==> src/rtl/interleaver_pkg.sv <==
`default_nettype none
// ============================================================================
// Module   : interleaver_pkg
// Purpose  : Shared types and helpers for the ping-pong block interleaver
//            controller: bank ownership states, default matrix geometry and
//            the column-wise read permutation.
// Revision : 1.0 - initial release
// ============================================================================
package interleaver_pkg;

    // Ownership lifecycle of one storage bank
    typedef enum logic [1:0] {
        EMPTY = 2'd0,
        FILL  = 2'd1,
        FULL  = 2'd2,
        DRAIN = 2'd3
    } bank_state_t;

    localparam int c_def_rows = 4;
    localparam int c_def_cols = 4;

    // Row-wise writes land at idx = r*COLS + c. Reading column-wise means the
    // idx-th read fetches row (idx mod ROWS) of column (idx div ROWS).
    function automatic int perm_addr(input int idx, input int rows, input int cols);
        return (idx % rows) * cols + (idx / rows);
    endfunction

endpackage
`default_nettype wire

==> src/rtl/interleave_bank_fsm.sv <==
`default_nettype none
// ============================================================================
// Module   : interleave_bank_fsm
// Purpose  : Tracks ownership of one interleaver bank. The bank is filled
//            by the writer, handed to the reader once full, and returned to
//            the writer once fully drained.
// Revision : 1.0 - initial release
// ============================================================================
module interleave_bank_fsm
    import interleaver_pkg::*;
(
    input  logic        clk,
    input  logic        rst,
    input  logic        wr_start,
    input  logic        wr_last,
    input  logic        rd_start,
    input  logic        rd_last,
    input  logic        flush,
    output bank_state_t state
);

    bank_state_t r_state;

    // Bank lifecycle; flush discards the bank contents regardless of phase
    always_ff @(posedge clk or posedge rst) begin
        if (rst) begin
            r_state <= EMPTY;
        end else if (flush) begin
            r_state <= EMPTY;
        end else begin
            case (r_state)
                EMPTY:   if (wr_start) r_state <= wr_last ? FULL : FILL;
                FILL:    if (wr_last)  r_state <= FULL;
                FULL:    if (rd_start) r_state <= rd_last ? EMPTY : DRAIN;
                DRAIN:   if (rd_last)  r_state <= EMPTY;
                default: r_state <= EMPTY;
            endcase
        end
    end

    assign state = r_state;

endmodule
`default_nettype wire

==> src/rtl/interleave_pingpong_ctrl.sv <==
`default_nettype none
// ============================================================================
// Module   : interleave_pingpong_ctrl
// Purpose  : Scheduler for a two-bank ping-pong block interleaver. Writes the
//            incoming bit stream row-wise into one bank while the other bank
//            is read column-wise, and generates all bank strobes, addresses
//            and output framing.
// Revision : 1.0 - initial release
// ============================================================================
module interleave_pingpong_ctrl
    import interleaver_pkg::*;
#(
    parameter int ROWS   = c_def_rows,
    parameter int COLS   = c_def_cols,
    parameter int AW     = $clog2(ROWS * COLS),
    parameter int RD_LAT = 1
)(
    input  logic          clk,
    input  logic          rst,
    input  logic          enable,
    input  logic          flush,
    input  logic          in_valid,
    output logic          in_ready,
    input  logic          out_ready,
    output logic          mem_we,
    output logic          mem_wbank,
    output logic [AW-1:0] mem_waddr,
    output logic          mem_re,
    output logic          mem_rbank,
    output logic [AW-1:0] mem_raddr,
    output logic          out_valid,
    output logic          out_sof,
    output logic          out_eof,
    output logic [15:0]   blk_cnt
);

    localparam int            c_n    = ROWS * COLS;
    localparam logic [AW-1:0] c_last = AW'(c_n - 1);

    logic                     r_wsel;
    logic                     r_rsel;
    logic [AW-1:0]            r_wcnt;
    logic [AW-1:0]            r_rcnt;
    logic [15:0]              r_blk_cnt;
    logic [RD_LAT-1:0][2:0]   r_pipe;

    bank_state_t              w_bank_state [2];
    logic                     w_wr_open;
    logic                     w_rd_avail;
    logic                     w_accept;
    logic                     w_rd;
    logic                     w_wr_first;
    logic                     w_wr_last;
    logic                     w_rd_first;
    logic                     w_rd_last;
    logic [2:0]               w_issue;

    // Writer may use its bank until it is full; reader owns it once full
    assign w_wr_open  = (w_bank_state[r_wsel] == EMPTY) || (w_bank_state[r_wsel] == FILL);
    assign w_rd_avail = (w_bank_state[r_rsel] == FULL)  || (w_bank_state[r_rsel] == DRAIN);

    assign in_ready   = !rst && enable && w_wr_open;
    assign w_accept   = in_valid && in_ready;
    assign w_rd       = enable && out_ready && w_rd_avail;

    assign w_wr_first = (r_wcnt == '0);
    assign w_wr_last  = (r_wcnt == c_last);
    assign w_rd_first = (r_rcnt == '0);
    assign w_rd_last  = (r_rcnt == c_last);

    assign mem_we     = w_accept;
    assign mem_wbank  = r_wsel;
    assign mem_waddr  = r_wcnt;
    assign mem_re     = w_rd;
    assign mem_rbank  = r_rsel;
    assign mem_raddr  = AW'(perm_addr(int'(r_rcnt), ROWS, COLS));
    assign blk_cnt    = r_blk_cnt;

    genvar gi;
    generate
        for (gi = 0; gi < 2; gi++) begin : g_bank
            logic w_wr_hit;
            logic w_rd_hit;

            assign w_wr_hit = w_accept && (r_wsel == 1'(gi));
            assign w_rd_hit = w_rd && (r_rsel == 1'(gi));

            interleave_bank_fsm u_bank_fsm (
                .clk      (clk),
                .rst      (rst),
                .wr_start (w_wr_hit && w_wr_first),
                .wr_last  (w_wr_hit && w_wr_last),
                .rd_start (w_rd_hit && w_rd_first),
                .rd_last  (w_rd_hit && w_rd_last),
                .flush    (flush),
                .state    (w_bank_state[gi])
            );
        end
    endgenerate

    // Write pointer: sequential address in the fill bank, swap bank when full
    always_ff @(posedge clk or posedge rst) begin
        if (rst) begin
            r_wcnt <= '0;
            r_wsel <= 1'b0;
        end else if (flush) begin
            r_wcnt <= '0;
            r_wsel <= 1'b0;
        end else if (w_accept) begin
            if (w_wr_last) begin
                r_wcnt <= '0;
                r_wsel <= ~r_wsel;
            end else begin
                r_wcnt <= r_wcnt + AW'(1);
            end
        end
    end

    // Read pointer and completed-block count; the block count survives flush
    always_ff @(posedge clk or posedge rst) begin
        if (rst) begin
            r_rcnt    <= '0;
            r_rsel    <= 1'b0;
            r_blk_cnt <= '0;
        end else if (flush) begin
            r_rcnt <= '0;
            r_rsel <= 1'b0;
        end else if (w_rd) begin
            if (w_rd_last) begin
                r_rcnt    <= '0;
                r_rsel    <= ~r_rsel;
                r_blk_cnt <= r_blk_cnt + 16'd1;
            end else begin
                r_rcnt <= r_rcnt + AW'(1);
            end
        end
    end

    // Framing travels with each read so it lines up with the bank data
    assign w_issue = {w_rd, w_rd && w_rd_first, w_rd && w_rd_last};

    generate
        if (RD_LAT == 1) begin : g_lat_one
            // Single-stage delay matching a one-cycle bank read
            always_ff @(posedge clk or posedge rst) begin
                if (rst) r_pipe <= '0;
                else     r_pipe <= w_issue;
            end
        end else begin : g_lat_multi
            // Multi-stage delay matching a deeper bank read; reads already
            // issued keep flowing regardless of enable or flush
            always_ff @(posedge clk or posedge rst) begin
                if (rst) r_pipe <= '0;
                else     r_pipe <= {r_pipe[RD_LAT-2:0], w_issue};
            end
        end
    endgenerate

    assign {out_valid, out_sof, out_eof} = r_pipe[RD_LAT-1];

endmodule
`default_nettype wire

==> config.mk <==
export PLATFORM = sky130hd
export DESIGN_NAME = interleave_pingpong_ctrl
export DESIGN_NICKNAME = d
export VERILOG_FILES = /design/src/rtl/interleaver_pkg.sv /design/src/rtl/interleave_bank_fsm.sv /design/src/rtl/interleave_pingpong_ctrl.sv
export SDC_FILE = /design/constraint.sdc
export NUM_CORES = 1
export LEC_CHECK = 0
export BUFFER_PORTS_ARGS = -buffer_cell sky130_fd_sc_hd__buf_4
export CAP_MARGIN = 20
export CORE_MARGIN = 2
export CORE_UTILIZATION = 45
export CTS_CLUSTER_DIAMETER = 100
export DETAILED_ROUTE_END_ITERATION = 7
export GPL_ROUTABILITY_DRIVEN = 0
export GPL_TIMING_DRIVEN = 0
export PLACE_DENSITY = 0.69
export SETUP_SLACK_MARGIN = 0.05
export SYNTH_ARGS = -nofsm -noshare
export SYNTH_HDL_FRONTEND = slang
export SYNTH_SLANG_ARGS = --single-unit
==> constraint.sdc <==
create_clock -name clk -period 5.8 [get_ports clk]
set_input_delay 0.29 -clock clk [delete_from_list [all_inputs] [get_ports clk]]
set_output_delay 0.29 -clock clk [all_outputs]
set_load 0.03 [all_outputs]
==> results.yml, run 1 <==
clock_network:
  root_buffer: "clkbuf_8"
  path_clk_slew_ns: 0.07
  cts_tree: "yes"
  clock_path_buffers: 2
  clock-sinks: 33
  cts.repair.resized: 0
  hold_buffers: 0
  ctsHtreeMaxLevel: 2
  clock_latency_ns: 0.29
  cts_made_buffers: 5
  cts_setup_buffers: 0
synthesis:
  synthArstFlopShare: 1.00
  avgSynthCellArea_um2: 9.88
  yosys_register_bits: 33
  synth_ff_type: "dfrtp_1"
  synth_area_leader_cell: "dfrtp_1"
  synthesis.nets: 192
  synth_area_leaders: "dfrtp_1, xnor2_1, nand2_1"
  synth_edf_count: 0
  syn_area_um2: 1790
  netlist.area_leader.share: 0.462
  yosysSeqAreaShare: 0.462
  ys_types: 41
  ys_warn_count: 0
  netlist_instances: 181
hold_path:
  hold_path_class: "in -> async"
routing:
  vias: 1497
  wl_per_cell_um: 14.4
  ant_nets: 0
  drtPass1Iterations: 4
  first_iter_violations: 73
  vias_per_cell: 5.46
  postRouteWirelength_um: 3940
  drcViolationCount: 0
global_route:
  grt_pass1_vias: 1464
  antenna_found_initial: 0
  grt_pass1_wl_um: 6890
  grt_overflow: 0
  grt_max_degree: 26
  grt.total_usage: 0.206
floorplan:
  core_um2: 3740
  die_h_um: 67.0
  num_io_pins: 38
  fp.dieW_um: 67.0
  fp.dieArea_um2: 4490
  num_rows: 22
  start_util: 0.478
power:
  cellPowerDensity_nw_per_um2: 212
  ir_worst_vdd_v: 0.000122
  p_leak_uw: 0.00108
setup_path:
  cp_max_fo: 6
  critPathSlowestCell: "or3b_2"
  critPathMaxStageDelay_ns: 0.45
  start_kind: "flop"
  criticalPathCategory: "reg -> reg"
  path_cells: "inv_1 > ha_1 > or3b_2 > o31ai_1 > a21oi_1 > a2111oi_1"
  crit_arrival_ns: 2.18
  worstSetupEndpointType: "flop"
  required_ns: 5.97
flow_run:
  drv_cap: 0
sta:
  worst_pin_slew_ns: 0.507
  rsz0062_at_grt: "no"
  fmax_mhz: 496
  hold_viol: 0
  setup_violations: 0
  period_minus_slack_ns: 2.02
  worst_slack_ns: 3.78
  period_share: 0.348
  setup_tns_ns: 0
  slew_viol_final: 0
  max_slew_margin: 0.659
  hold_ws_ns: 0.0315
  finClkSkew_ns: 0.00295
final_layout:
  num_antenna_cells: 0
  nNetsFinal: 236
  area.growth.synth_to_final_pct: 26.5
  drive_gt1_frac: 0.239
placed_design:
  numPortBuffers: 36
  dp_hpwl_um: 2920
  post-place-ws_ns: 3.80
outcome:
  status: "finished clean"
## synth_stat cells (4+ instances only)
cell type / number
inv_1: 10
dfrtp_1: 33
mux2i_1: 4
nor3_2: 4
ha_1: 5
and2_1: 5
nand2_1: 17
a21oi_1: 12
xnor2_1: 11
nor2_1: 6
a211oi_1: 4
nand3_1: 9
xor2_1: 6
and3_1: 7
nand4_1: 8
clkbuf_1: 5
## per-layer routing
layer / wire length, µm / GRT usage / vias up
met3: 199 / 0.0693 / 6
met2: 1850 / 0.313 / 34
met1: 1830 / 0.272 / 720
li1: - / - / 737
met5: 0 / 0 / -
met4: 55 / 0.0714 / 0
## metrics by stage
| stage | total power (µW) | cells | utilization | instance area [µm²] |
|---|---|---|---|---|
| 2_1_floorplan | 249 | 181 | - | 1790 |
| 3_3_place_gp | 256 | 265 | 0.566 | 2120 |
| 3_5_place_dp | 260 | 266 | 0.573 | 2150 |
| 4_1_cts | 485 | 274 | 0.604 | 2260 |
| 5_1_grt | 500 | 274 | 0.604 | 2260 |
| 6_report | 479 | 274 | 0.604 | 2260 |
## final timing paths
kind	start	to	slack, ns	cells past startpoint
max	mem_waddr[0]	g_bank[0].u_bank_fsm.state[0]	3.78	6
min	rst	g_bank[1].u_bank_fsm.state[0]	0.03	2
max reg2reg	mem_waddr[0]	g_bank[0].u_bank_fsm.state[0]	3.78	6
min reg2reg	blk_cnt[15]	blk_cnt[15]	0.47	1
max in group asynchronous	rst	r_pipe[1]	5.29	3
min in group clk	out_ready	r_rcnt[2]	0.39	4
## cells by family after synthesis
kind of cell / count (synthesis) / share of synthesized area
AO/OA/AOI/OAI: 28 / 0.101
XOR/XNOR: 17 / 0.0833
adder cells (fa/ha/maj): 5 / 0.0350
buffers and inverters: 18 / 0.0399
flip-flops: 33 / 0.462
multiplexers: 5 / 0.0308
AND/OR/NAND/NOR: 75 / 0.248
## final cells by class
type                    instances  area (µm²)
fillers                       361        1480
multi-input cells             130         891
flip-flops and latches         33         826
repair buffers                 37         298
clock buffers                   7        86.3
well taps                      48        60.1
inverters                      10        37.5
plain buffers                   8        33.8
clock inverters                 1        30.0
## state kept, by name, summed over array words and instances, names as in the netlist
signal	flops
r_pipe	3
mem_waddr	4
mem_rbank	1
r_rcnt	4
blk_cnt	16
g_bank.u_bank_fsm.state	4
mem_wbank	1
## critical path: cells and delay by family, from the launching register on
| kind | cells | cell delay [ns] |
|---|---|---|
| compound gates | 3 | 0.76 |
| fa+ha+maj | 1 | 0.14 |
| buf+inv | 1 | 0.10 |
| flops | 1 | 0.44 |
| simple gates | 1 | 0.45 |
## power by group
group | switching [µW] | internal [µW] | total (µW)
registers | 1.18 | 231 | 232
logic | 14.6 | 8.27 | 22.9
clock network | 84.0 | 140 | 224
## cell usage in the layout (no fill, tap or decap), types with 4 or more instances in the layout
cell type | synthesis | final
clkbuf_1 | 5 | 6
and2_1 | 5 | 5
buf_4 | 0 | 36
dfrtp_1 | 33 | 33
xnor2_1 | 11 | 11
a21oi_1 | 12 | 12
nor2_1 | 6 | 6
and3_1 | 7 | 7
clkbuf_8 | 0 | 6
nand4_1 | 8 | 8
a211oi_1 | 4 | 4
nor3_2 | 4 | 4
ha_1 | 5 | 5
nand2_1 | 17 | 17
nand3_1 | 9 | 9
mux2i_1 | 4 | 4
inv_1 | 10 | 10
xor2_1 | 6 | 6
Note: power is estimated with default switching activity, not from simulation.
==> run 2, diff against run 1 <==
Settings changed: PLACE_DENSITY 0.69 to 0.71.
Clock period 5.8 ns to 1.7 ns, I/O delays scaled along.
==> results.yml, run 2 (same netlist as run 1, synthesis figures left out) <==
final_layout:
  final_cell_mix: "buf_4, dfrtp_1, nand2_1"
  largest_register_ffs: 16
  multiInputGateArea_um2: 1080
  area.growth.synth_to_final_pct: 45.7
  nNetsFinal: 251
  layout.cells.most_common: "buf_4"
  register_area_um2: 835
  drive_gt1_frac: 0.415
  instances_no_fill: 289
  num_antenna_cells: 0
  fillers: 289
outcome:
  violations: "setup timing"
  status: "finished with violations"
power:
  p_leak_uw: 0.00124
  cellPowerDensity_nw_per_um2: 631
  ir_worst_vdd_v: 0.000611
setup_path:
  start_kind: "flop"
  worstSetupEndpointType: "flop"
  crit_arrival_ns: 2.01
  cp_max_fo: 5
  critPathSlowestCell: "or4b_4"
  required_ns: 1.90
  critPathMaxStageDelay_ns: 0.54
  criticalPathCategory: "reg -> reg"
  path_cells: "buf_6 > ha_4 > nand3_4 > or4b_4 > buf_8 > nor3_4 > xor2_1"
floorplan:
  core_um2: 3740
  fp.dieW_um: 67.0
  num_rows: 22
  die_h_um: 67.0
  start_util: 0.478
  num_io_pins: 38
  fp.dieArea_um2: 4490
global_route:
  grt_overflow: 0
  antenna_found_initial: 0
  grt_pass1_vias: 1527
  grt_pass1_wl_um: 7490
  grt.total_usage: 0.224
  grt_max_degree: 21
sta:
  fmax_mhz: 554
  setup_violations: 12
  finClkSkew_ns: 0.00303
  period_share: 1.06
  worst_slack_ns: -0.106
  setup_tns_ns: -0.640
  max_slew_margin: 0.599
  rsz0062_at_grt: "yes"
  period_minus_slack_ns: 1.81
  hold_viol: 0
  worst_pin_slew_ns: 0.602
  slew_viol_final: 0
routing:
  vias_per_cell: 5.52
  drcViolationCount: 0
  first_iter_violations: 62
  postRouteWirelength_um: 4600
  wl_per_cell_um: 15.9
  drtPass1Iterations: 4
  vias: 1595
  ant_nets: 0
clock_network:
  cts_tree: "yes"
  cts_made_buffers: 5
  clock-sinks: 33
  ctsHtreeMaxLevel: 2
  clock_path_buffers: 2
  clock_latency_ns: 0.28
  root_buffer: "clkbuf_8"
  path_clk_slew_ns: 0.07
placed_design:
  numPortBuffers: 36
  placed_cells: 266
  dp_hpwl_um: 3020
hold_path:
  hold_path_class: "in -> reg"
flow_run:
  drv_cap: 0
==> run 2: cell count changes in the layout (fill, tap and decap cells not counted), sizes merged <==
cell	delta
dlygate4sd3	+1
dlymetal6s4s	+1
buf	+13
==> run 2: cell type report <==
class / count / area share
Clock inverter: 1 / 0.0115
Timing Repair Buffer: 52 / 0.163
Multi-Input combinational cell: 130 / 0.416
Clock buffer: 7 / 0.0331
Buffer: 8 / 0.0178
Sequential cell: 33 / 0.320
Inverter: 10 / 0.0144
Tap cell: 48 / 0.0231
==> run 2: metal layers <==
layer | vias to the layer above | wire length (µm) | global-route usage
met5 | - | 0 | 0
met4 | 0 | 49 | 0.0587
met3 | 11 | 209 | 0.0642
met2 | 45 | 2380 | 0.370
met1 | 772 | 1960 | 0.285
li1 | 767 | - | -
==> run 2: what timing repair did <==
item                       in CTS  in global routing
setup buffers                   8                  5
setup endpoints to repair      18                 36
gates resized for setup        16                 21
hold endpoints to repair       13                  0
pin swaps                      10                  9
hold buffers                    2                  0
==> run 2: final timing paths <==
path	slack [ns]	startpoint	cells past startpoint	endpoint
setup / recovery	-0.11	r_rcnt[1]	7	blk_cnt[10]
hold / removal	0.16	out_ready	3	r_pipe[0]
setup reg to reg	-0.11	r_rcnt[1]	7	blk_cnt[10]
hold reg to reg	0.47	blk_cnt[15]	1	blk_cnt[15]
max in group asynchronous	0.52	rst	4	mem_wbank
min in group asynchronous	0.48	rst	4	g_bank[0].u_bank_fsm.state[1]
==> run 2: worst max-delay path, delay by kind of cell, from the launching register on <==
| kind | cells | cell delay (ns) |
|---|---|---|
| AND/OR/NAND/NOR | 3 | 0.75 |
| flip-flops | 1 | 0.40 |
| buffers and inverters | 2 | 0.27 |
| XOR/XNOR | 1 | 0.17 |
| adder cells (fa/ha/maj) | 1 | 0.14 |
==> run 2: report_power, final <==
| group | internal (µW) | leakage [µW] | switching, µW |
|---|---|---|---|
| Clock | 477 | 0.0000585 | 276 |
| Sequential | 789 | 0.000447 | 4.90 |
| Combinational | 36.8 | 0.000737 | 60.3 |
| Total | 1300 | 0.00124 | 341 |
==> run 2: stage by stage <==
step / cell area, µm² / power, µW / hold slack (ns) / setup WS, ns / utilization
floorplan: 1840 / 854 / 0.219 / -0.0881 / -
CTS: 2470 / 1650 / 0.188 / -0.143 / 0.660
finish: 2610 / 1640 / 0.158 / -0.106 / 0.696
global placement: 2170 / 880 / 0.464 / -0.153 / 0.580
detailed placement: 2200 / 891 / 0.221 / -0.176 / 0.587
global route: 2610 / 1710 / 0.162 / -0.172 / 0.696
==> run 3, diff against run 2 <==
Settings changed: RECOVER_POWER from default to 100.
==> results.yml, run 3 (same netlist as run 1, synthesis figures left out) <==
sta:
  rsz0062_at_grt: "yes"
  setup_violations: 12
  finClkSkew_ns: 0.00155
  max_slew_margin: 0.278
  worst_slack_ns: -0.106
  hold_viol: 0
  slew_viol_final: 0
  worst_pin_slew_ns: 1.08
  period_minus_slack_ns: 1.81
  fmax_mhz: 554
  period_share: 1.06
setup_path:
  start_kind: "flop"
  rr_endpoint: "blk_cnt[10]"
  path_cells: "buf_6 > ha_4 > nand3_4 > or4b_4 > buf_8 > nor3_4 > xor2_1"
  reg2reg_depth: 7
  critPathTopFamily: "simple AND/OR/NAND/NOR gates"
  critPathMaxStageDelay_ns: 0.54
  critPathSlowestCell: "or4b_4"
  cp_max_fo: 5
  required_ns: 1.90
  path_buf_inv: 2
  reg2reg_from: "r_rcnt[1]"
  worstSetupEndpointType: "flop"
  crit_arrival_ns: 2.01
  criticalPathCategory: "reg -> reg"
  reg2reg_slack_ns: -0.11
routing:
  drcViolationCount: 0
  first_iter_violations: 58
  vias: 1591
  postRouteWirelength_um: 4600
  wl_per_cell_um: 15.9
  ant_nets: 0
  drtPass1Iterations: 4
  vias_per_cell: 5.51
clock_network:
  cts_tree: "yes"
  clock_path_buffers: 2
  ctsHtreeMaxLevel: 2
  clock_latency_ns: 0.28
  path_clk_slew_ns: 0.06
  root_buffer: "clkbuf_8"
  clock-sinks: 33
  cts_made_buffers: 5
placed_design:
  numPortBuffers: 36
  post-place-ws_ns: -0.176
  placed_cells: 266
  dp_hpwl_um: 3020
floorplan:
  start_util: 0.478
  die_h_um: 67.0
  num_rows: 22
  fp.dieW_um: 67.0
  core_um2: 3740
  num_io_pins: 38
  fp.dieArea_um2: 4490
power:
  cellPowerDensity_nw_per_um2: 640
  ir_worst_vdd_v: 0.000612
  p_leak_uw: 0.00120
final_layout:
  nNetsFinal: 251
  instances_no_fill: 289
  drive_gt1_frac: 0.378
  largest_register_ffs: 16
  layout.cells.most_common: "buf_4"
  final_cell_mix: "buf_4, dfrtp_1, clkbuf_1, nand2_1, xnor2_1"
  num_antenna_cells: 0
  area.growth.synth_to_final_pct: 42.7
hold_path:
  hold_depth: 3
  min_from: "out_ready"
  whs_endpoint: "r_pipe[0]"
  hold_path_class: "in -> reg"
global_route:
  grt_pass1_wl_um: 7490
  grt.total_usage: 0.224
  grt_pass1_vias: 1527
  grt_max_degree: 21
  antenna_found_initial: 0
  grt_overflow: 0
outcome:
  violations: "setup timing"
  status: "finished with violations"
flow_run:
  drv_cap: 0
run 3: cell count changes in the layout (fill, tap and decap cells not counted), sizes merged:
cell and change:
clkbuf +9, buf -9
run 3: through the flow:
| stage | total power (µW) | cell area, µm² | TNS [ns] | util | hold slack, ns |
|---|---|---|---|---|---|
| final | 1630 | 2550 | -0.640 | 0.681 | 0.155 |
| after global routing | 1700 | 2550 | -2.47 | 0.681 | 0.162 |
| after CTS | 1650 | 2470 | -0.255 | 0.660 | 0.188 |
| after detailed placement | 891 | 2200 | -1.18 | 0.587 | 0.221 |
| after global placement | 880 | 2170 | -0.620 | 0.580 | 0.464 |
| after floorplan | 854 | 1840 | -0.531 | - | 0.219 |
run 3: tightest hold or removal path, stage by stage:
cell     delay (ns)
buf_4          0.13
nand3_4        0.12
nor2_1         0.06
run 3: metal layers:
layer | GRT usage | vias up | routed length [µm]
li1 | - | 768 | -
met1 | 0.285 | 768 | 1940
met2 | 0.370 | 46 | 2360
met3 | 0.0642 | 9 | 243
met4 | 0.0587 | 0 | 53
met5 | 0 | - | 0
run 3: power by group:
| part | leakage (µW) | switching [µW] | internal, µW |
|---|---|---|---|
| combinational | 0.000692 | 58.7 | 30.8 |
| clock | 0.0000585 | 272 | 477 |
| sequential | 0.000447 | 4.94 | 789 |
| total | 0.00120 | 336 | 1300 |
run 3: worst max path at each step:
stage                 start                       endpoint  slack, ns  cells after the start
6_report          r_rcnt[1]                    blk_cnt[10]      -0.11                      7
5_1_grt        mem_waddr[0]  g_bank[0].u_bank_fsm.state[0]      -0.17                      6
4_1_cts        mem_waddr[0]  g_bank[0].u_bank_fsm.state[0]      -0.14                      6
3_5_place_dp      r_rcnt[1]  g_bank[0].u_bank_fsm.state[0]      -0.18                      6
3_3_place_gp      r_rcnt[0]  g_bank[0].u_bank_fsm.state[0]      -0.15                      6
2_1_floorplan     r_rcnt[0]                    blk_cnt[10]      -0.09                      6
run 3: cell type report:
class,instances,area (µm²)
clock inverters,1,30.0
repair buffers,52,372
fillers,302,1190
plain buffers,8,46.3
inverters,10,37.5
flip-flops and latches,33,835
multi-input cells,130,1080
clock buffers,7,86.3
well taps,48,60.1
run 3: timing repair:
item / in CTS / in global routing
setup buffers: 8 / 5
hold endpoints to repair: 13 / 0
hold buffers: 2 / 0
gates resized for setup: 16 / 21
pin swaps: 10 / 9
setup endpoints to repair: 18 / 36
gates cloned: 0 / 0
